File: src/rtl/psram_axi_bridge_pkg.sv
// Shared constants and types for the PSRAM AXI4 front end: burst and
// response encodings, the bridge FSM state type and a range-check helper.
package psram_axi_bridge_pkg;

  typedef enum logic [1:0] {
    BURST_FIXED = 2'b00,
    BURST_INCR  = 2'b01,
    BURST_WRAP  = 2'b10,
    BURST_RSVD  = 2'b11
  } axi_burst_e;

  localparam logic [1:0] RESP_OKAY   = 2'b00;
  localparam logic [1:0] RESP_SLVERR = 2'b10;

  typedef enum logic [2:0] {
    ST_IDLE,
    ST_WR_DATA,
    ST_WR_XFER,
    ST_WR_RESP,
    ST_RD_XFER,
    ST_RD_DATA
  } psram_axi_state_e;

  // True when a byte address falls outside the mapped PSRAM window.
  function automatic logic addr_out_of_range(input logic [63:0] addr,
                                             input logic [63:0] limit);
    return (addr >= limit);
  endfunction

endpackage

File: src/rtl/psram_axi_bridge_if.sv
// AXI4 five-channel bundle between the interconnect (master) and the
// PSRAM bridge (slave).
interface psram_axi_bridge_if #(
  parameter int ADDR_WIDTH = 32,
  parameter int DATA_WIDTH = 32,
  parameter int ID_WIDTH   = 4
);
  logic [ID_WIDTH-1:0]     awid;
  logic [ADDR_WIDTH-1:0]   awaddr;
  logic [7:0]              awlen;
  logic [2:0]              awsize;
  logic [1:0]              awburst;
  logic                    awvalid;
  logic                    awready;

  logic [DATA_WIDTH-1:0]   wdata;
  logic [DATA_WIDTH/8-1:0] wstrb;
  logic                    wlast;
  logic                    wvalid;
  logic                    wready;

  logic [ID_WIDTH-1:0]     bid;
  logic [1:0]              bresp;
  logic                    bvalid;
  logic                    bready;

  logic [ID_WIDTH-1:0]     arid;
  logic [ADDR_WIDTH-1:0]   araddr;
  logic [7:0]              arlen;
  logic [2:0]              arsize;
  logic [1:0]              arburst;
  logic                    arvalid;
  logic                    arready;

  logic [ID_WIDTH-1:0]     rid;
  logic [DATA_WIDTH-1:0]   rdata;
  logic [1:0]              rresp;
  logic                    rlast;
  logic                    rvalid;
  logic                    rready;

  modport master (
    output awid, awaddr, awlen, awsize, awburst, awvalid, input awready,
    output wdata, wstrb, wlast, wvalid, input wready,
    input bid, bresp, bvalid, output bready,
    output arid, araddr, arlen, arsize, arburst, arvalid, input arready,
    input rid, rdata, rresp, rlast, rvalid, output rready
  );

  modport slave (
    input awid, awaddr, awlen, awsize, awburst, awvalid, output awready,
    input wdata, wstrb, wlast, wvalid, output wready,
    output bid, bresp, bvalid, input bready,
    input arid, araddr, arlen, arsize, arburst, arvalid, output arready,
    output rid, rdata, rresp, rlast, rvalid, input rready
  );

endinterface

File: src/rtl/psram_axi_bridge_addr_gen.sv
// Combinational AXI4 next-beat address calculator with out-of-range flag.
module psram_axi_addr_gen
  import psram_axi_bridge_pkg::*;
#(
  parameter int              ADDR_WIDTH    = 32,
  parameter longint unsigned USR_ADDR_SIZE = 64*1024*1024
) (
  input  logic [ADDR_WIDTH-1:0] addr_i,
  input  logic [2:0]            size_i,
  input  logic [7:0]            len_i,
  input  logic [1:0]            burst_i,
  output logic [ADDR_WIDTH-1:0] next_addr_o,
  output logic                  oor_o
);

  logic [ADDR_WIDTH-1:0] step;
  logic [ADDR_WIDTH-1:0] incr_addr;
  logic [ADDR_WIDTH-1:0] wrap_mask;

  // Step is a power of two, so the wrap span (len+1)*step is a shift and
  // the legal WRAP lengths make it a power of two as well.
  always_comb begin
    step        = ADDR_WIDTH'(1) << size_i;
    incr_addr   = addr_i + step;
    wrap_mask   = ((ADDR_WIDTH'(len_i) + ADDR_WIDTH'(1)) << size_i) - ADDR_WIDTH'(1);
    next_addr_o = incr_addr;
    case (axi_burst_e'(burst_i))
      BURST_FIXED: next_addr_o = addr_i;
      BURST_WRAP:  next_addr_o = (addr_i & ~wrap_mask) | (incr_addr & wrap_mask);
      default:     next_addr_o = incr_addr;
    endcase
    oor_o = addr_out_of_range(64'(addr_i), 64'(USR_ADDR_SIZE));
  end

endmodule

File: src/rtl/psram_axi_bridge.sv
// AXI4 slave front end for psram_core: one burst at a time, split into
// single-word xfer requests, round-robin between reads and writes.
module psram_axi_bridge
  import psram_axi_bridge_pkg::*;
#(
  parameter int              ADDR_WIDTH    = 32,
  parameter int              DATA_WIDTH    = 32,
  parameter int              ID_WIDTH      = 4,
  parameter longint unsigned USR_ADDR_SIZE = 64*1024*1024
) (
  input  logic                    clk_i,
  input  logic                    rst_i,
  psram_axi_bridge_if.slave       axi,
  output logic                    xfer_valid_o,
  output logic                    xfer_rdwr_o,
  input  logic                    xfer_ready_i,
  output logic [ADDR_WIDTH-1:0]   bus_addr_o,
  output logic [DATA_WIDTH-1:0]   bus_wr_data_o,
  output logic [DATA_WIDTH/8-1:0] bus_wr_mask_o,
  input  logic [DATA_WIDTH-1:0]   bus_rd_data_i
);

  localparam logic [ADDR_WIDTH-1:0] WORD_MASK = ~ADDR_WIDTH'(DATA_WIDTH/8 - 1);

  psram_axi_state_e        state_q;
  logic                    last_rd_q;
  logic [ID_WIDTH-1:0]     id_q;
  logic [ADDR_WIDTH-1:0]   addr_q;
  logic [7:0]              len_q;
  logic [2:0]              size_q;
  logic [1:0]              burst_q;
  logic [7:0]              beat_q;
  logic                    err_q;
  logic [DATA_WIDTH-1:0]   wdata_q;
  logic [DATA_WIDTH/8-1:0] wstrb_q;
  logic                    xfer_valid_q;
  logic                    xfer_rdwr_q;
  logic [DATA_WIDTH-1:0]   rdata_q;
  logic [1:0]              rresp_q;
  logic                    rlast_q;
  logic                    rvalid_q;
  logic [1:0]              bresp_q;
  logic                    bvalid_q;

  logic [ADDR_WIDTH-1:0]   next_addr_d;
  logic                    cur_oor;
  logic                    next_oor;
  logic                    ar_oor;
  logic                    grant_wr;
  logic                    grant_rd;
  logic                    is_last;

  psram_axi_addr_gen #(
    .ADDR_WIDTH    (ADDR_WIDTH),
    .USR_ADDR_SIZE (USR_ADDR_SIZE)
  ) u_addr_gen (
    .addr_i      (addr_q),
    .size_i      (size_q),
    .len_i       (len_q),
    .burst_i     (burst_q),
    .next_addr_o (next_addr_d),
    .oor_o       (cur_oor)
  );

  // Arbitration: on a tie, grant whichever type was not served last.
  always_comb begin
    grant_wr = (state_q == ST_IDLE) && axi.awvalid && (!axi.arvalid || last_rd_q);
    grant_rd = (state_q == ST_IDLE) && axi.arvalid && !grant_wr;
    is_last  = (beat_q == len_q);
    ar_oor   = addr_out_of_range(64'(axi.araddr), 64'(USR_ADDR_SIZE));
    next_oor = addr_out_of_range(64'(next_addr_d), 64'(USR_ADDR_SIZE));
  end

  assign axi.awready   = grant_wr;
  assign axi.arready   = grant_rd;
  assign axi.wready    = (state_q == ST_WR_DATA);
  assign axi.bvalid    = bvalid_q;
  assign axi.bresp     = bresp_q;
  assign axi.bid       = id_q;
  assign axi.rvalid    = rvalid_q;
  assign axi.rdata     = rdata_q;
  assign axi.rresp     = rresp_q;
  assign axi.rlast     = rlast_q;
  assign axi.rid       = id_q;
  assign xfer_valid_o  = xfer_valid_q;
  assign xfer_rdwr_o   = xfer_rdwr_q;
  assign bus_addr_o    = addr_q & WORD_MASK;
  assign bus_wr_data_o = wdata_q;
  assign bus_wr_mask_o = wstrb_q;

  // Burst sequencer with registered AXI response and core request outputs.
  // Out-of-range beats spend one cycle in the XFER state with no request.
  always_ff @(posedge clk_i or posedge rst_i) begin
    if (rst_i) begin
      state_q      <= ST_IDLE;
      last_rd_q    <= 1'b1;
      id_q         <= '0;
      addr_q       <= '0;
      len_q        <= '0;
      size_q       <= '0;
      burst_q      <= '0;
      beat_q       <= '0;
      err_q        <= 1'b0;
      wdata_q      <= '0;
      wstrb_q      <= '0;
      xfer_valid_q <= 1'b0;
      xfer_rdwr_q  <= 1'b0;
      rdata_q      <= '0;
      rresp_q      <= RESP_OKAY;
      rlast_q      <= 1'b0;
      rvalid_q     <= 1'b0;
      bresp_q      <= RESP_OKAY;
      bvalid_q     <= 1'b0;
    end else begin
      case (state_q)
        ST_IDLE: begin
          if (grant_wr) begin
            id_q      <= axi.awid;
            addr_q    <= axi.awaddr;
            len_q     <= axi.awlen;
            size_q    <= axi.awsize;
            burst_q   <= axi.awburst;
            beat_q    <= '0;
            err_q     <= (axi.awburst == BURST_RSVD);
            last_rd_q <= 1'b0;
            state_q   <= ST_WR_DATA;
          end else if (grant_rd) begin
            id_q         <= axi.arid;
            addr_q       <= axi.araddr;
            len_q        <= axi.arlen;
            size_q       <= axi.arsize;
            burst_q      <= axi.arburst;
            beat_q       <= '0;
            err_q        <= (axi.arburst == BURST_RSVD);
            last_rd_q    <= 1'b1;
            xfer_valid_q <= !ar_oor;
            xfer_rdwr_q  <= 1'b1;
            state_q      <= ST_RD_XFER;
          end
        end

        ST_WR_DATA: begin
          if (axi.wvalid) begin
            wdata_q      <= axi.wdata;
            wstrb_q      <= axi.wstrb;
            if (axi.wlast != is_last) err_q <= 1'b1;
            xfer_valid_q <= !cur_oor;
            state_q      <= ST_WR_XFER;
          end
        end

        ST_WR_XFER: begin
          if (cur_oor || xfer_ready_i) begin
            xfer_valid_q <= 1'b0;
            if (cur_oor) err_q <= 1'b1;
            if (is_last) begin
              bresp_q  <= (err_q || cur_oor) ? RESP_SLVERR : RESP_OKAY;
              bvalid_q <= 1'b1;
              state_q  <= ST_WR_RESP;
            end else begin
              addr_q  <= next_addr_d;
              beat_q  <= beat_q + 8'd1;
              state_q <= ST_WR_DATA;
            end
          end
        end

        ST_WR_RESP: begin
          if (axi.bready) begin
            bvalid_q <= 1'b0;
            state_q  <= ST_IDLE;
          end
        end

        // Read responses are graded per beat; err_q here only carries the
        // reserved-burst condition latched at grant.
        ST_RD_XFER: begin
          if (cur_oor || xfer_ready_i) begin
            xfer_valid_q <= 1'b0;
            xfer_rdwr_q  <= 1'b0;
            rdata_q      <= cur_oor ? '0 : bus_rd_data_i;
            rresp_q      <= (cur_oor || err_q) ? RESP_SLVERR : RESP_OKAY;
            rlast_q      <= is_last;
            rvalid_q     <= 1'b1;
            state_q      <= ST_RD_DATA;
          end
        end

        ST_RD_DATA: begin
          if (axi.rready) begin
            rvalid_q <= 1'b0;
            rlast_q  <= 1'b0;
            if (is_last) begin
              state_q <= ST_IDLE;
            end else begin
              addr_q       <= next_addr_d;
              beat_q       <= beat_q + 8'd1;
              xfer_valid_q <= !next_oor;
              xfer_rdwr_q  <= 1'b1;
              state_q      <= ST_RD_XFER;
            end
          end
        end

        default: state_q <= ST_IDLE;
      endcase
    end
  end

endmodule

File: src/flat_wrapper.sv
// flat-port wrapper written by rule: the top's interface ports become plain ports
module psram_axi_bridge_flat import psram_axi_bridge_pkg::*;
#(
  parameter int              ADDR_WIDTH    = 32,
  parameter int              DATA_WIDTH    = 32,
  parameter int              ID_WIDTH      = 4,
  parameter longint unsigned USR_ADDR_SIZE = 64*1024*1024
)
  (clk_i, rst_i, xfer_valid_o, xfer_rdwr_o, xfer_ready_i, bus_addr_o, bus_wr_data_o, bus_wr_mask_o, bus_rd_data_i, axi_awid, axi_awaddr, axi_awlen, axi_awsize, axi_awburst, axi_awvalid, axi_awready, axi_wdata, axi_wstrb, axi_wlast, axi_wvalid, axi_wready, axi_bid, axi_bresp, axi_bvalid, axi_bready, axi_arid, axi_araddr, axi_arlen, axi_arsize, axi_arburst, axi_arvalid, axi_arready, axi_rid, axi_rdata, axi_rresp, axi_rlast, axi_rvalid, axi_rready);
  psram_axi_bridge_if #(.ADDR_WIDTH(ADDR_WIDTH), .DATA_WIDTH(DATA_WIDTH), .ID_WIDTH(ID_WIDTH)) axi_i ();
  input  logic clk_i;
  input  logic rst_i;
  output logic xfer_valid_o;
  output logic xfer_rdwr_o;
  input  logic xfer_ready_i;
  output logic [ADDR_WIDTH-1:0] bus_addr_o;
  output logic [DATA_WIDTH-1:0] bus_wr_data_o;
  output logic [DATA_WIDTH/8-1:0] bus_wr_mask_o;
  input  logic [DATA_WIDTH-1:0] bus_rd_data_i;
  input wire logic [$bits(axi_i.awid)-1:0] axi_awid;
  input wire logic [$bits(axi_i.awaddr)-1:0] axi_awaddr;
  input wire logic [$bits(axi_i.awlen)-1:0] axi_awlen;
  input wire logic [$bits(axi_i.awsize)-1:0] axi_awsize;
  input wire logic [$bits(axi_i.awburst)-1:0] axi_awburst;
  input wire logic [$bits(axi_i.awvalid)-1:0] axi_awvalid;
  output wire logic [$bits(axi_i.awready)-1:0] axi_awready;
  input wire logic [$bits(axi_i.wdata)-1:0] axi_wdata;
  input wire logic [$bits(axi_i.wstrb)-1:0] axi_wstrb;
  input wire logic [$bits(axi_i.wlast)-1:0] axi_wlast;
  input wire logic [$bits(axi_i.wvalid)-1:0] axi_wvalid;
  output wire logic [$bits(axi_i.wready)-1:0] axi_wready;
  output wire logic [$bits(axi_i.bid)-1:0] axi_bid;
  output wire logic [$bits(axi_i.bresp)-1:0] axi_bresp;
  output wire logic [$bits(axi_i.bvalid)-1:0] axi_bvalid;
  input wire logic [$bits(axi_i.bready)-1:0] axi_bready;
  input wire logic [$bits(axi_i.arid)-1:0] axi_arid;
  input wire logic [$bits(axi_i.araddr)-1:0] axi_araddr;
  input wire logic [$bits(axi_i.arlen)-1:0] axi_arlen;
  input wire logic [$bits(axi_i.arsize)-1:0] axi_arsize;
  input wire logic [$bits(axi_i.arburst)-1:0] axi_arburst;
  input wire logic [$bits(axi_i.arvalid)-1:0] axi_arvalid;
  output wire logic [$bits(axi_i.arready)-1:0] axi_arready;
  output wire logic [$bits(axi_i.rid)-1:0] axi_rid;
  output wire logic [$bits(axi_i.rdata)-1:0] axi_rdata;
  output wire logic [$bits(axi_i.rresp)-1:0] axi_rresp;
  output wire logic [$bits(axi_i.rlast)-1:0] axi_rlast;
  output wire logic [$bits(axi_i.rvalid)-1:0] axi_rvalid;
  input wire logic [$bits(axi_i.rready)-1:0] axi_rready;
  assign axi_i.awid = axi_awid;
  assign axi_i.awaddr = axi_awaddr;
  assign axi_i.awlen = axi_awlen;
  assign axi_i.awsize = axi_awsize;
  assign axi_i.awburst = axi_awburst;
  assign axi_i.awvalid = axi_awvalid;
  assign axi_awready = axi_i.awready;
  assign axi_i.wdata = axi_wdata;
  assign axi_i.wstrb = axi_wstrb;
  assign axi_i.wlast = axi_wlast;
  assign axi_i.wvalid = axi_wvalid;
  assign axi_wready = axi_i.wready;
  assign axi_bid = axi_i.bid;
  assign axi_bresp = axi_i.bresp;
  assign axi_bvalid = axi_i.bvalid;
  assign axi_i.bready = axi_bready;
  assign axi_i.arid = axi_arid;
  assign axi_i.araddr = axi_araddr;
  assign axi_i.arlen = axi_arlen;
  assign axi_i.arsize = axi_arsize;
  assign axi_i.arburst = axi_arburst;
  assign axi_i.arvalid = axi_arvalid;
  assign axi_arready = axi_i.arready;
  assign axi_rid = axi_i.rid;
  assign axi_rdata = axi_i.rdata;
  assign axi_rresp = axi_i.rresp;
  assign axi_rlast = axi_i.rlast;
  assign axi_rvalid = axi_i.rvalid;
  assign axi_i.rready = axi_rready;
  psram_axi_bridge #(.ADDR_WIDTH(ADDR_WIDTH), .DATA_WIDTH(DATA_WIDTH), .ID_WIDTH(ID_WIDTH), .USR_ADDR_SIZE(USR_ADDR_SIZE)) u_core (.clk_i(clk_i), .rst_i(rst_i), .axi(axi_i), .xfer_valid_o(xfer_valid_o), .xfer_rdwr_o(xfer_rdwr_o), .xfer_ready_i(xfer_ready_i), .bus_addr_o(bus_addr_o), .bus_wr_data_o(bus_wr_data_o), .bus_wr_mask_o(bus_wr_mask_o), .bus_rd_data_i(bus_rd_data_i));
endmodule
File: config.mk
export PLATFORM = sky130hd
export DESIGN_NAME = psram_axi_bridge_flat
export DESIGN_NICKNAME = d
export VERILOG_FILES = /design/src/rtl/psram_axi_bridge_pkg.sv /design/src/rtl/psram_axi_bridge_if.sv /design/src/rtl/psram_axi_bridge_addr_gen.sv /design/src/rtl/psram_axi_bridge.sv /design/src/flat_wrapper.sv
export SDC_FILE = /design/constraint.sdc
export NUM_CORES = 1
export LEC_CHECK = 0
export BUFFER_PORTS_ARGS = -buffer_cell sky130_fd_sc_hd__buf_2
export CORE_MARGIN = 3
export CORE_UTILIZATION = 56
export DETAILED_ROUTE_END_ITERATION = 6
export GPL_ROUTABILITY_DRIVEN = 0
export GPL_TIMING_DRIVEN = 0
export PLACE_DENSITY_LB_ADDON = 0.1
export SYNTH_ARGS = -nofsm -noshare
export SYNTH_HDL_FRONTEND = slang
export SYNTH_SLANG_ARGS = --single-unit
File: constraint.sdc
create_clock -name clk_i -period 7.2 [get_ports clk_i]
set_input_delay 0.36 -clock clk_i [delete_from_list [all_inputs] [get_ports clk_i]]
set_output_delay 0.36 -clock clk_i [all_outputs]
set_load 0.01 [all_outputs]
# Word level (Yosys, flattened, before mapping)
# Index checks and enable logic that the tools add are counted.
# classes
bitwise_logic	4
order_cmp	3
shifts	2
eq_ne	23
n_mux	62
addsub	4
reduce_logical	33
# op_table
op	n
$mux W32	6
$ge A32 B27 Y1 const B	3
$pmux W32 S3	1
$and A32 B32 Y32	2
$pmux W32 S2	1
$mux W8	7
$add A32 B32 Y32	1
$not A32 Y32	1
$or A32 B32 Y32	1
$shl A1 B3 Y32 const A	1
$shl A9 B3 Y32	1
$sub A32 B1 Y32 const B	1
$mux W3	10
$pmux W8 S3	1
$mux W1	23
$pmux W3 S6	1
$reduce_and A6 Y1	3
$ne A2 B1 Y1 const B	6
$ne A2 B2 Y1 const B	6
$add A8 B1 Y9 const B	1
$reduce_bool A3 Y1	3
$add A8 B1 Y8 const B	1
$eq A8 B8 Y1	1
$mux W2	4
22 further kinds	45
# word_totals
input_bits	175
wordCells	150
output_inout_bits	120
ff_bits	139

# Depth between registers and ports, before layout
# Gate-level depths: netlist of the first run.
# depth
ltp_word	12
depth_mapped	18
depth_no_buf	16

# Hierarchy
# From an unflattened synthesis of the first run, not the netlist that was laid out.
# unflattened
cells_unflattened	1071
hier_area_um2	9529.1
# modules_own_cells
mod	area_each_um2	instances	cells_each
psram_axi_bridge	6979.2	1	688
psram_axi_addr_gen	2549.9	1	383

# Least setup slack after synthesis of the first run
# Ideal clock, no wire load.
# synth_timing
path_kind	register -> register
startpoint	register u_core.size_q[2]
endpoint	register u_core.xfer_valid_q (netlist: u_core.xfer_valid_o)
stages_incl_launch_ff	19
path_slack_ps	3154
required_ps	7080
setup_time_ps	120
t_arrival_ps	3925
cell_sequence	dfrtp_1 -> clkbuf_1 -> inv_1 -> clkbuf_1 -> clkbuf_1 -> nand3_1 -> inv_1 -> ha_1 -> a21oi_1 -> o21ai_0 -> o31ai_1 -> a21oi_1 -> and3_1 -> clkbuf_1 -> nand2_1 -> o31ai_4 -> and4_1 -> or4_1 -> a41o_1
# synth_between
elab_chain_cells	11
# synth_lines
element	line	source
from (decl)	psram_axi_bridge.sv:30	logic [2:0] size_q;
from (signal assigned)	psram_axi_bridge.sv:121	size_q <= axi.awsize;
from (signal assigned)	psram_axi_bridge.sv:131	size_q <= axi.arsize;
$shl A9 B3 Y32	psram_axi_bridge_addr_gen.sv:25	wrap_mask = ((ADDR_WIDTH'(len_i) + ADDR_WIDTH'(1)) << size_i) - ADDR_WIDTH'(1);
$sub A32 B1 Y32	psram_axi_bridge_addr_gen.sv:25	
$not A32 Y32	psram_axi_bridge_addr_gen.sv:29	BURST_WRAP: next_addr_o = (addr_i & ~wrap_mask) | (incr_addr & wrap_mask);
$and A32 B32 Y32	psram_axi_bridge_addr_gen.sv:29	
$or A32 B32 Y32	psram_axi_bridge_addr_gen.sv:29	
$pmux W32 S2 (*)	psram_axi_bridge_addr_gen.sv:27	case (axi_burst_e'(burst_i))
$ge A32 B27 Y1 (*)	psram_axi_bridge_pkg.sv:27	return (addr >= limit);
$logic_not A1 Y1 (*)	psram_axi_bridge.sv:198	xfer_valid_q <= !next_oor;
$mux W1 (*)	psram_axi_bridge.sv:193	if (is_last) begin
$mux W1 (*)	psram_axi_bridge.sv:190	if (axi.rready) begin
$pmux W1 S4 (*)	psram_axi_bridge.sv:115	case (state_q)
to (signal assigned)	psram_axi_bridge.sv:136	xfer_valid_q <= !ar_oor;
to (signal assigned)	psram_axi_bridge.sv:147	xfer_valid_q <= !cur_oor;
to (signal assigned)	psram_axi_bridge.sv:198	
to (decl)	psram_axi_bridge.sv:36	logic xfer_valid_q;
# Every way passes the cells marked *; elsewhere a longest branch is shown, timed or not. The select of a mux whose other input is x is not followed.
# A chain may end at the register's enable or synchronous reset.

# Worst setup path after layout of the first run
# Same ends and word-level chain as after synthesis.

==> impl_metrics.json, run 1 <==
{
  "fin_ws_ps": 2060,
  "timing.fmax_mhz": 194,
  "fin_setup_tns_ps": 0,
  "clkLatencyLatePin_ps": 430,
  "wl_per_cell_um": 18.4,
  "ir_drop_mv": 0.275,
  "yosysWarnings": 0,
  "critical_path_required_ps": 7520,
  "failed_checks": "hold timing",
  "die_h_um": 133,
  "grt_pass1_wl_mm": 47.1,
  "cts_root_buf": "clkbuf_16",
  "outcome": "finished, violations left",
  "core_um2": 15500,
  "hold_path_class": "in2async",
  "final_area_um2": 11400,
  "cts_setup_buffers": 0,
  "ctsHoldBuffers": 0,
  "maxCapViolations": 0,
  "synth.distinct_cells": 77,
  "rows": 45,
  "start_kind": "register",
  "grt_max_degree": 81,
  "p_int_mw": 2.79,
  "drc": 0,
  "setup-violations-final": 0,
  "vias": 9685,
  "ant_nets": 0,
  "dpl-instance-area_um2": 10800,
  "pre_cts_slack_ps": 2270,
  "min_period_ps": 5140,
  "io_buffers": 290,
  "post_drt_via_cell_ratio": 5.94,
  "overflow": 0,
  "crit_fanout": 10,
  "synthCells": 1095,
  "finClkSkew_ps": 8.95,
  "design.die.area_um2": 17700,
  "layout_common_cells": "buf_2, nand2_1, dfrtp_1",
  "slew_headroom_pct": 17.9,
  "syn-mean-instance-area_um2": 8.25,
  "finalCritPeriodShare_pct": 71.5,
  "num-fill-cells": 1252,
  "syn_to_final_growth_pct": 25.8,
  "final_cells": 1631,
  "final_max_slew_viol_count": 0,
  "hold_ws_ps": -5.75,
  "swShare_pct": 48.1,
  "firstDrtPassIters": 6,
  "cts_tree": "yes",
  "leakage_nw": 5.22,
  "critPathKind": "reg2reg",
  "grt_use_total_pct": 32.9,
  "cp-end-kind": "register",
  "dr.first_iter.drc_count": 1071,
  "power_mw": 5.36,
  "async_flop_share_pct": 100,
  "cts.clk_slew.worst_paths_ps": 60,
  "combPwrFrac_pct": 59.5,
  "drive_above_1_share_pct": 30.6,
  "clkPwrFrac_pct": 16.1,
  "slowest_stage": "o31ai_4",
  "wl_mm": 30.0,
  "clock-sinks": 137,
  "cp_num_buf_inv": 7,
  "initial_utilization_pct": 58.3,
  "layout.nets": 1596,
  "power_switching_mw": 2.58,
  "crit_family": "buffers and inverters",
  "synth-seq-area-share_pct": 38.0,
  "die_w_um": 133,
  "cpMostUsedCell": "clkbuf_1",
  "critical_path_arrival_ps": 5460,
  "numCtsBuffers": 17,
  "diodes": 0,
  "synth_ff_type": "dfrtp_1",
  "grt_pass1_vias": 9153,
  "tightest_slew_ps": 1220,
  "dp_hpwl_mm": 22.4,
  "crit_path_cell_trace": "clkbuf_1 > inv_1 > clkbuf_1 > clkbuf_1 > nand3_1 > inv_1 > ha_1 > a21oi_1 > o21ai_0 > o31ai_1 > a21oi_1 > and3_1 > clkbuf_1 > inv_1 > o31ai_4 > nor3_1 > or4_1 > a41o_1",
  "utilization_pct": 73.4,
  "hold_viol_final": 18,
  "powerDensity_nw_per_um2": 472,
  "htree_levels": 4,
  "synth_seq_cells": 137,
  "final_common_cell": "buf_2",
  "slowest_delay_ps": 490,
  "rsz0062_at_grt": "no",
  "seqPwrFrac_pct": 24.3,
  "dp_cells": 1600,
  "antenna_found_initial": 0,
  "io_pins": 295,
  "cts_resized": 0,
  "synth-edff-count": 0,
  "clockBufferDepth": 2,
  "syn_area_um2": 9030
}
==> kinds of logic (layout without fill, tap and decap cells) <==
| logic type | after synthesis | after routing | share of synthesized area, % |
|---|---|---|---|
| mux | 49 | 49 | 5.98 |
| xor+xnor | 29 | 29 | 2.90 |
| simple gates | 456 | 456 | 23.6 |
| other cells | 1 | 4 | 0.0415 |
| compound gates | 278 | 278 | 20.2 |
| buf+inv | 132 | 454 | 7.40 |
| flops | 137 | 137 | 38.0 |
| fa+ha+maj | 13 | 13 | 1.88 |
==> cell usage after synthesis (all sizes together), types with 5 or more instances <==
| cell | n | area [um^2] |
|---|---|---|
| nor3 | 25 | 125 |
| clkbuf | 60 | 225 |
| and2 | 9 | 56.3 |
| o21ai | 87 | 447 |
| nand2 | 213 | 802 |
| a21o | 8 | 60.1 |
| a211oi | 8 | 65.1 |
| mux2i | 9 | 90.1 |
| dfrtp | 136 | 3400 |
| a2bb2oi | 12 | 105 |
| o31ai | 8 | 73.8 |
| inv | 17 | 63.8 |
| nand2b | 10 | 62.6 |
| ha | 12 | 150 |
| xnor2 | 20 | 175 |
| and4 | 6 | 52.6 |
| nor4 | 10 | 68.8 |
| buf | 54 | 375 |
| nor2b | 7 | 43.8 |
| a31oi | 32 | 200 |
| o22ai | 5 | 31.3 |
| o21a | 7 | 52.6 |
| nor2 | 61 | 229 |
| o211ai | 5 | 37.5 |
| o22a | 6 | 52.6 |
| a21oi | 62 | 322 |
| mux2 | 40 | 450 |
| or3 | 8 | 50.1 |
| nand4 | 23 | 156 |
| nand3 | 57 | 303 |
| xor2 | 9 | 86.3 |
| and3 | 15 | 93.8 |
==> area by class of cell <==
cell class	instances	area (um^2)	share of cell area, %
Buffer	114	601	5.28
Timing Repair Buffer	291	1480	13.0
Multi-Input combinational cell	829	4950	43.5
Clock inverter	13	134	1.18
Clock buffer	18	439	3.86
Tap cell	211	264	2.32
Inverter	18	72.6	0.639
Sequential cell	137	3430	30.2
==> flip-flops by register name, summed over array words and instances (netlist names), 2 cells and up <==
signal                cells
u_core.axi.bid            4
u_core.len_q              8
u_core.bus_wr_mask_o      4
u_core.bus_wr_data_o     32
u_core.size_q             3
u_core.burst_q            2
u_core.state_q            3
u_core.beat_q             8
u_core.axi.rdata         32
u_core.addr_q            32
==> worst paths after layout <==
check	cells after the start	from	slack, ps	endpoint
setup / recovery	18	u_core.size_q[2]$_DFFE_PP0P_	2060	u_core.xfer_valid_o$_DFFE_PP0P_
hold / removal	2	rst_i	-6	u_core.axi.rdata[11]$_DFFE_PP0P_
setup reg to reg	18	u_core.size_q[2]$_DFFE_PP0P_	2060	u_core.xfer_valid_o$_DFFE_PP0P_
hold reg to reg	2	u_core.axi.rdata[26]$_DFFE_PP0P_	480	u_core.axi.rdata[26]$_DFFE_PP0P_
max in group asynchronous	3	rst_i	6440	u_core.addr_q[30]$_DFFE_PP0P_
min in group clk_i	2	axi_wdata[19]	160	u_core.bus_wr_data_o[19]$_DFFE_PP0P_
==> per-layer routing <==
| layer | global-route usage, % | routed length, um | up-vias |
|---|---|---|---|
| met1 | 43.6 | 11900 | 4515 |
| met2 | 52.5 | 14000 | 594 |
| met3 | 7.79 | 3160 | 82 |
| met4 | 12.5 | 970 | 0 |
| met5 | 0 | 0 | - |
| li1 | - | - | 4494 |
==> power by group through the flow <==
stage | logic (mW) | clock network (mW) | registers (mW)
after floorplan | 2.16 | 0 | 1.31
after global placement | 3.05 | 0 | 1.29
after detailed placement | 3.11 | 0 | 1.30
after CTS | 3.13 | 0.869 | 1.30
after global routing | 3.46 | 0.900 | 1.34
final | 3.19 | 0.866 | 1.30
(Power assumes the default switching activity.)
==> run 2, diff against run 1 <==
--- a/config.mk
+++ b/config.mk
@@ -7,7 +7,7 @@
 export LEC_CHECK = 0
 export BUFFER_PORTS_ARGS = -buffer_cell sky130_fd_sc_hd__buf_2
 export CORE_MARGIN = 3
-export CORE_UTILIZATION = 56
+export CORE_UTILIZATION = 47
 export DETAILED_ROUTE_END_ITERATION = 6
 export GPL_ROUTABILITY_DRIVEN = 0
 export GPL_TIMING_DRIVEN = 0
==> constraint.sdc (replaced) <==
create_clock -name clk_i -period 4.44 [get_ports clk_i]
set_input_delay 0.222 -clock clk_i [delete_from_list [all_inputs] [get_ports clk_i]]
set_output_delay 0.222 -clock clk_i [all_outputs]
set_load 0.01 [all_outputs]
==> run 2 against run 1 <==
Effect of this change: the flow now finishes without violations; via count down 2.6%; count of clock-buffer cells in the layout fell by 1; sequential share of layout area decreased by 0.28 points; highest routed layer unchanged.
==> impl_metrics.json, run 2 (same netlist as run 1, synthesis figures left out) <==
{
  "cts_root_buf": "clkbuf_16",
  "r2r_end": "u_core.xfer_valid_o$_DFFE_PP0P_",
  "die_h_um": 145,
  "tightest_slew_ps": 1270,
  "cts.clk_slew.worst_paths_ps": 70,
  "finalCritPeriodShare_pct": 94.3,
  "dr.first_iter.drc_count": 924,
  "htree_levels": 4,
  "rsz0062_at_grt": "no",
  "crit_path_cell_trace": "clkbuf_1 > nor2_1 > ha_1 > nand2_1 > o21ai_1 > o31ai_2 > a21oi_2 > and3_1 > clkbuf_1 > inv_1 > o31ai_4 > nor3_1 > or4_1 > a41o_1",
  "crit-reg2reg-launch": "u_core.size_q[2]$_DFFE_PP0P_",
  "drive_above_1_share_pct": 31.6,
  "fin_ws_ps": 254,
  "post_drt_via_cell_ratio": 5.69,
  "core_um2": 18800,
  "final_cells": 1658,
  "endpoint": "u_core.xfer_valid_o$_DFFE_PP0P_",
  "clock-sinks": 137,
  "syn_to_final_growth_pct": 27.0,
  "vias": 9438,
  "design.die.area_um2": 20900,
  "hold_path_class": "in2reg",
  "antenna_found_initial": 1,
  "hold_ws_ps": 20.1,
  "ant_nets": 0,
  "final_max_slew_viol_count": 0,
  "layout_common_cells": "buf_2, nand2_1, dfrtp_1",
  "reg2reg_depth": 14,
  "die_w_um": 145,
  "critPathLaunch": "u_core.size_q[2]$_DFFE_PP0P_",
  "powerDensity_nw_per_um2": 768,
  "cts_tree": "yes",
  "slew_headroom_pct": 14.7,
  "grt_max_degree": 72,
  "rows": 50,
  "initial_utilization_pct": 48.1,
  "io_pins": 295,
  "final_common_cell": "buf_2",
  "dp_cells": 1623,
  "io_buffers": 290,
  "cp-end-kind": "register",
  "drc": 0,
  "min_period_ps": 4190,
  "overflow": 0,
  "crit_fanout": 10,
  "start_kind": "register",
  "outcome": "completed",
  "numCtsBuffers": 17,
  "critPathKind": "reg2reg",
  "critical_path_required_ps": 4750,
  "clkLatencyLatePin_ps": 430,
  "wl_mm": 30.7,
  "pre_cts_slack_ps": -439,
  "r2r_slack_ps": 250,
  "finClkSkew_ps": 11.1,
  "num-fill-cells": 1788,
  "ir_drop_mv": 0.466,
  "wl_per_cell_um": 18.5,
  "fin_setup_tns_ps": 0,
  "timing.fmax_mhz": 239,
  "grt_use_total_pct": 28.1,
  "grt_pass1_wl_mm": 46.2,
  "min_from": "axi_wdata[30]",
  "firstDrtPassIters": 5,
  "slowest_delay_ps": 500,
  "utilization_pct": 61.1,
  "maxCapViolations": 0,
  "grt_pass1_vias": 8591,
  "cpMostUsedCell": "clkbuf_1",
  "slowest_stage": "dfrtp_2",
  "leakage_nw": 5.26,
  "hold_viol_final": 0,
  "layout.nets": 1598,
  "dp_hpwl_mm": 23.0,
  "clockBufferDepth": 2,
  "setup-violations-final": 0,
  "critical_path_arrival_ps": 4500
}
## run 2: cell count changes in the layout (fill, tap and decap cells not counted), moves of 2 or more
cell / previous run / this run
clkbuf_1: 60 / 53
buf_4: 38 / 43
inv_8: 2 / 6
clkbuf_2: 0 / 3
clkinv_4: 2 / 0
## run 2: how the worst min path moves through the flow
| stage | endpoint | cells past startpoint | slack (ps) |
|---|---|---|---|
| after detailed placement | u_core.bus_wr_data_o[30]$_DFFE_PP0P_ | 2 | 370 |
| after global routing | u_core.bus_wr_data_o[22]$_DFFE_PP0P_ | 2 | 20 |
| final | u_core.bus_wr_data_o[30]$_DFFE_PP0P_ | 2 | 20 |
| after floorplan | u_core.axi.rdata[0]$_DFFE_PP0P_ | 2 | 360 |
| after CTS | u_core.bus_wr_data_o[27]$_DFFE_PP0P_ | 2 | 9 |
| after global placement | u_core.bus_wr_data_o[17]$_DFFE_PP0P_ | 2 | 450 |
## run 2: repair_timing
item,4_1_cts,5_1_grt
gates cloned,0,0
setup endpoints to repair,16,14
hold endpoints to repair,66,0
setup buffers,0,5
gates resized for setup,5,6
hold buffers,1,0
## run 2: layer usage
metal  vias to the layer above  global-route usage (%)  wire, um
met1                      4409                    39.2     13100
met4                         0                    9.18       679
li1                       4519                       -         -
met3                        44                    5.75      2740
met5                         -                       0         0
met2                       466                    43.9     14200
## run 2: power breakdown
part           switching, mW  internal, mW  leakage [nW]
clock                  0.658         0.807         0.294
sequential             0.409          1.71          1.68
combinational           3.19          2.04          3.29
## run 2: metrics by stage
| stage | power [mW] | cell area [um^2] |
|---|---|---|
| after CTS | 8.70 | 11400 |
| final | 8.81 | 11500 |
| after global routing | 9.41 | 11500 |
| after floorplan | 5.62 | 9040 |
| after global placement | 7.13 | 10800 |
| after detailed placement | 7.20 | 10800 |
## run 2: area by class of cell
type,instances,area [um^2],area share (%)
Buffer,110,591,5.15
Multi-Input combinational cell,829,4960,43.2
Inverter,18,76.3,0.665
Timing Repair Buffer,297,1530,13.3
Antenna cell,1,2.50,0.0218
Clock buffer,17,425,3.71
Tap cell,234,293,2.55
Sequential cell,137,3430,29.9
Clock inverter,15,170,1.48
## run 2: worst max-delay path, delay by kind of cell, from the launching register on
| kind | cells | cell delay (ps) |
|---|---|---|
| AO/OA/AOI/OAI | 5 | 1360 |
| AND/OR/NAND/NOR | 5 | 950 |
| buffers and inverters | 3 | 880 |
| flip-flops | 1 | 500 |
| adder cells (fa/ha/maj) | 1 | 370 |
==> run 3, diff against run 2 <==
--- a/config.mk
+++ b/config.mk
@@ -11,7 +11,7 @@
 export DETAILED_ROUTE_END_ITERATION = 6
 export GPL_ROUTABILITY_DRIVEN = 0
 export GPL_TIMING_DRIVEN = 0
-export PLACE_DENSITY_LB_ADDON = 0.1
+export PLACE_DENSITY_LB_ADDON = 0.25
 export SYNTH_ARGS = -nofsm -noshare
 export SYNTH_HDL_FRONTEND = slang
 export SYNTH_SLANG_ARGS = --single-unit
==> run 3 against run 2 <==
Effect of this change: routed wire length decreased by 1.5%; count of clock-buffer cells in the layout increased by 1; clock power decreased by 7%; non-clock buffer count decreased by 2; critical endpoint is now u_core.addr_q[12]$_DFFE_PP0P_; sequential power about the same.
==> impl_metrics.json, run 3 (same netlist as run 1, synthesis figures left out) <==
{
  "outcome": "completed",
  "r2r_slack_ps": 320,
  "dr.first_iter.drc_count": 793,
  "timing.fmax_mhz": 243,
  "cpMostUsedCell": "o21ai_0",
  "crit_fanout": 14,
  "crit-reg2reg-launch": "u_core.size_q[1]$_DFFE_PP0P_",
  "hold_path_class": "in2reg",
  "layout.nets": 1596,
  "min_from": "axi_wdata[30]",
  "slowest_delay_ps": 490,
  "cts_root_buf": "clkbuf_16",
  "power_mw": 8.68,
  "leakage_nw": 5.23,
  "core_um2": 18800,
  "slowest_stage": "a2111oi_0",
  "grt_use_total_pct": 27.4,
  "reg2reg_depth": 18,
  "clock-sinks": 137,
  "power_switching_mw": 4.19,
  "critical_path_required_ps": 4760,
  "met2_length_mm": 13.9,
  "p_int_mw": 4.48,
  "grt_pass1_vias": 8706,
  "rsz0062_at_grt": "no",
  "ir_drop_mv": 0.366,
  "critPathKind": "reg2reg",
  "num-fill-cells": 1710,
  "clkPwrFrac_pct": 15.8,
  "finalCritPeriodShare_pct": 92.7,
  "multiInputGateArea_um2": 4960,
  "crit_path_cell_trace": "buf_2 > inv_2 > nand2_1 > nor2_1 > ha_1 > inv_1 > fa_1 > nor2b_1 > o21ai_0 > a21boi_0 > o21ai_0 > a211oi_2 > buf_4 > clkbuf_2 > nand3_1 > a2111oi_0 > a41oi_1 > o311ai_1",
  "wl_met3_mm": 2.49,
  "r2r_end": "u_core.addr_q[12]$_DFFE_PP0P_",
  "final_max_slew_viol_count": 0,
  "setup-violations-final": 0,
  "drc": 0,
  "numCtsBuffers": 17,
  "grt_pass1_wl_mm": 45.5,
  "wl_met1_mm": 12.9,
  "vias": 9529,
  "utilization_pct": 60.9,
  "cp_num_buf_inv": 5,
  "final_cells": 1656,
  "dr.max_layer_used": "met4",
  "cts_tree": "yes",
  "die_h_um": 145,
  "die_w_um": 145,
  "start_kind": "register",
  "swShare_pct": 48.3,
  "clkLatencyLatePin_ps": 420,
  "combPwrFrac_pct": 59.5,
  "cp-end-kind": "register",
  "regArea_um2": 3430,
  "slew_headroom_pct": 22.6,
  "antenna_found_initial": 1,
  "htree_levels": 4,
  "hold_ws_ps": 19.9,
  "dp_hpwl_mm": 22.9,
  "drive_above_1_share_pct": 31.4,
  "overflow": 0,
  "critical_path_arrival_ps": 4440,
  "min_period_ps": 4120,
  "syn_to_final_growth_pct": 26.5,
  "grt_max_degree": 89,
  "seqPwrFrac_pct": 24.6,
  "cts.clk_slew.worst_paths_ps": 70,
  "wl_mm": 30.2,
  "design.die.area_um2": 20900,
  "hold_viol_final": 0,
  "rows": 50,
  "firstDrtPassIters": 6,
  "maxCapViolations": 0,
  "initial_utilization_pct": 48.1,
  "ant_nets": 0,
  "layout_common_cells": "buf_2, nand2_1, dfrtp_1",
  "crit_family": "compound AO/OA/AOI/OAI gates",
  "io_buffers": 290,
  "clockBufferDepth": 2,
  "io_pins": 295,
  "critPathLaunch": "u_core.size_q[1]$_DFFE_PP0P_",
  "post_drt_via_cell_ratio": 5.75,
  "powerDensity_nw_per_um2": 759,
  "min_path_cells": 2,
  "final_common_cell": "buf_2",
  "dp_cells": 1623,
  "min_to": "u_core.bus_wr_data_o[30]$_DFFE_PP0P_",
  "tightest_slew_ps": 1150,
  "wl_per_cell_um": 18.3,
  "finClkSkew_ps": 11.6
}
==> run 3: worst max path at each step <==
stage	endpoint	slack, ps	depth (start not counted)
finish	u_core.addr_q[12]$_DFFE_PP0P_	320	18
detailed placement	u_core.addr_q[12]$_DFFE_PP0P_	-480	16
global placement	u_core.addr_q[0]$_DFFE_PP0P_	-1180	2
CTS	u_core.xfer_valid_o$_DFFE_PP0P_	30	17
global route	u_core.addr_q[12]$_DFFE_PP0P_	40	18
floorplan	u_core.xfer_valid_o$_DFFE_PP0P_	390	18
==> run 3: power by group through the flow <==
stage                     Combinational (mW)  Clock [mW]  Sequential [mW]
final                                   5.16        1.37             2.14
after global routing                    5.64        1.44             2.20
after global placement                  4.97           0             2.11
after floorplan                         3.50           0             2.12
after CTS                               5.09        1.39             2.11
after detailed placement                5.05           0             2.13
==> run 3: layout make-up <==
type | instances | share of cell area, %
antenna | 1 | 0.0219
buffer | 110 | 5.17
clock buffer | 18 | 3.84
clock inverter | 14 | 1.10
inverter | 18 | 0.635
multi-input combinational | 829 | 43.4
sequential | 137 | 30.0
tap | 234 | 2.56
timing repair buffer | 295 | 13.2
==> run 3: timing repair <==
| action | 4_1_cts | 5_1_grt |
|---|---|---|
| endpoints found under the hold margin | 49 | 0 |
| pin swaps | 1 | 2 |
| setup endpoints to repair | 16 | 14 |
| resized for setup | 6 | 4 |
| buffers inserted | 0 | 3 |
| hold buffers | 1 | 0 |
==> run 3: metrics by stage <==
step                area [um^2]  TNS, ps  setup slack (ps)
global route              11400        0              35.3
finish                    11400        0               323
floorplan                  9040        0               394
detailed placement        10800    -4510              -483
global placement          10800  -161280             -1180
CTS                       11400        0              33.2
==> run 3: per-layer routing <==
layer	global-route usage (%)	vias to the layer above
met4	10.5	0
met2	42.5	468
met1	38.3	4472
met3	5.16	82
li1	-	4507
met5	0	-
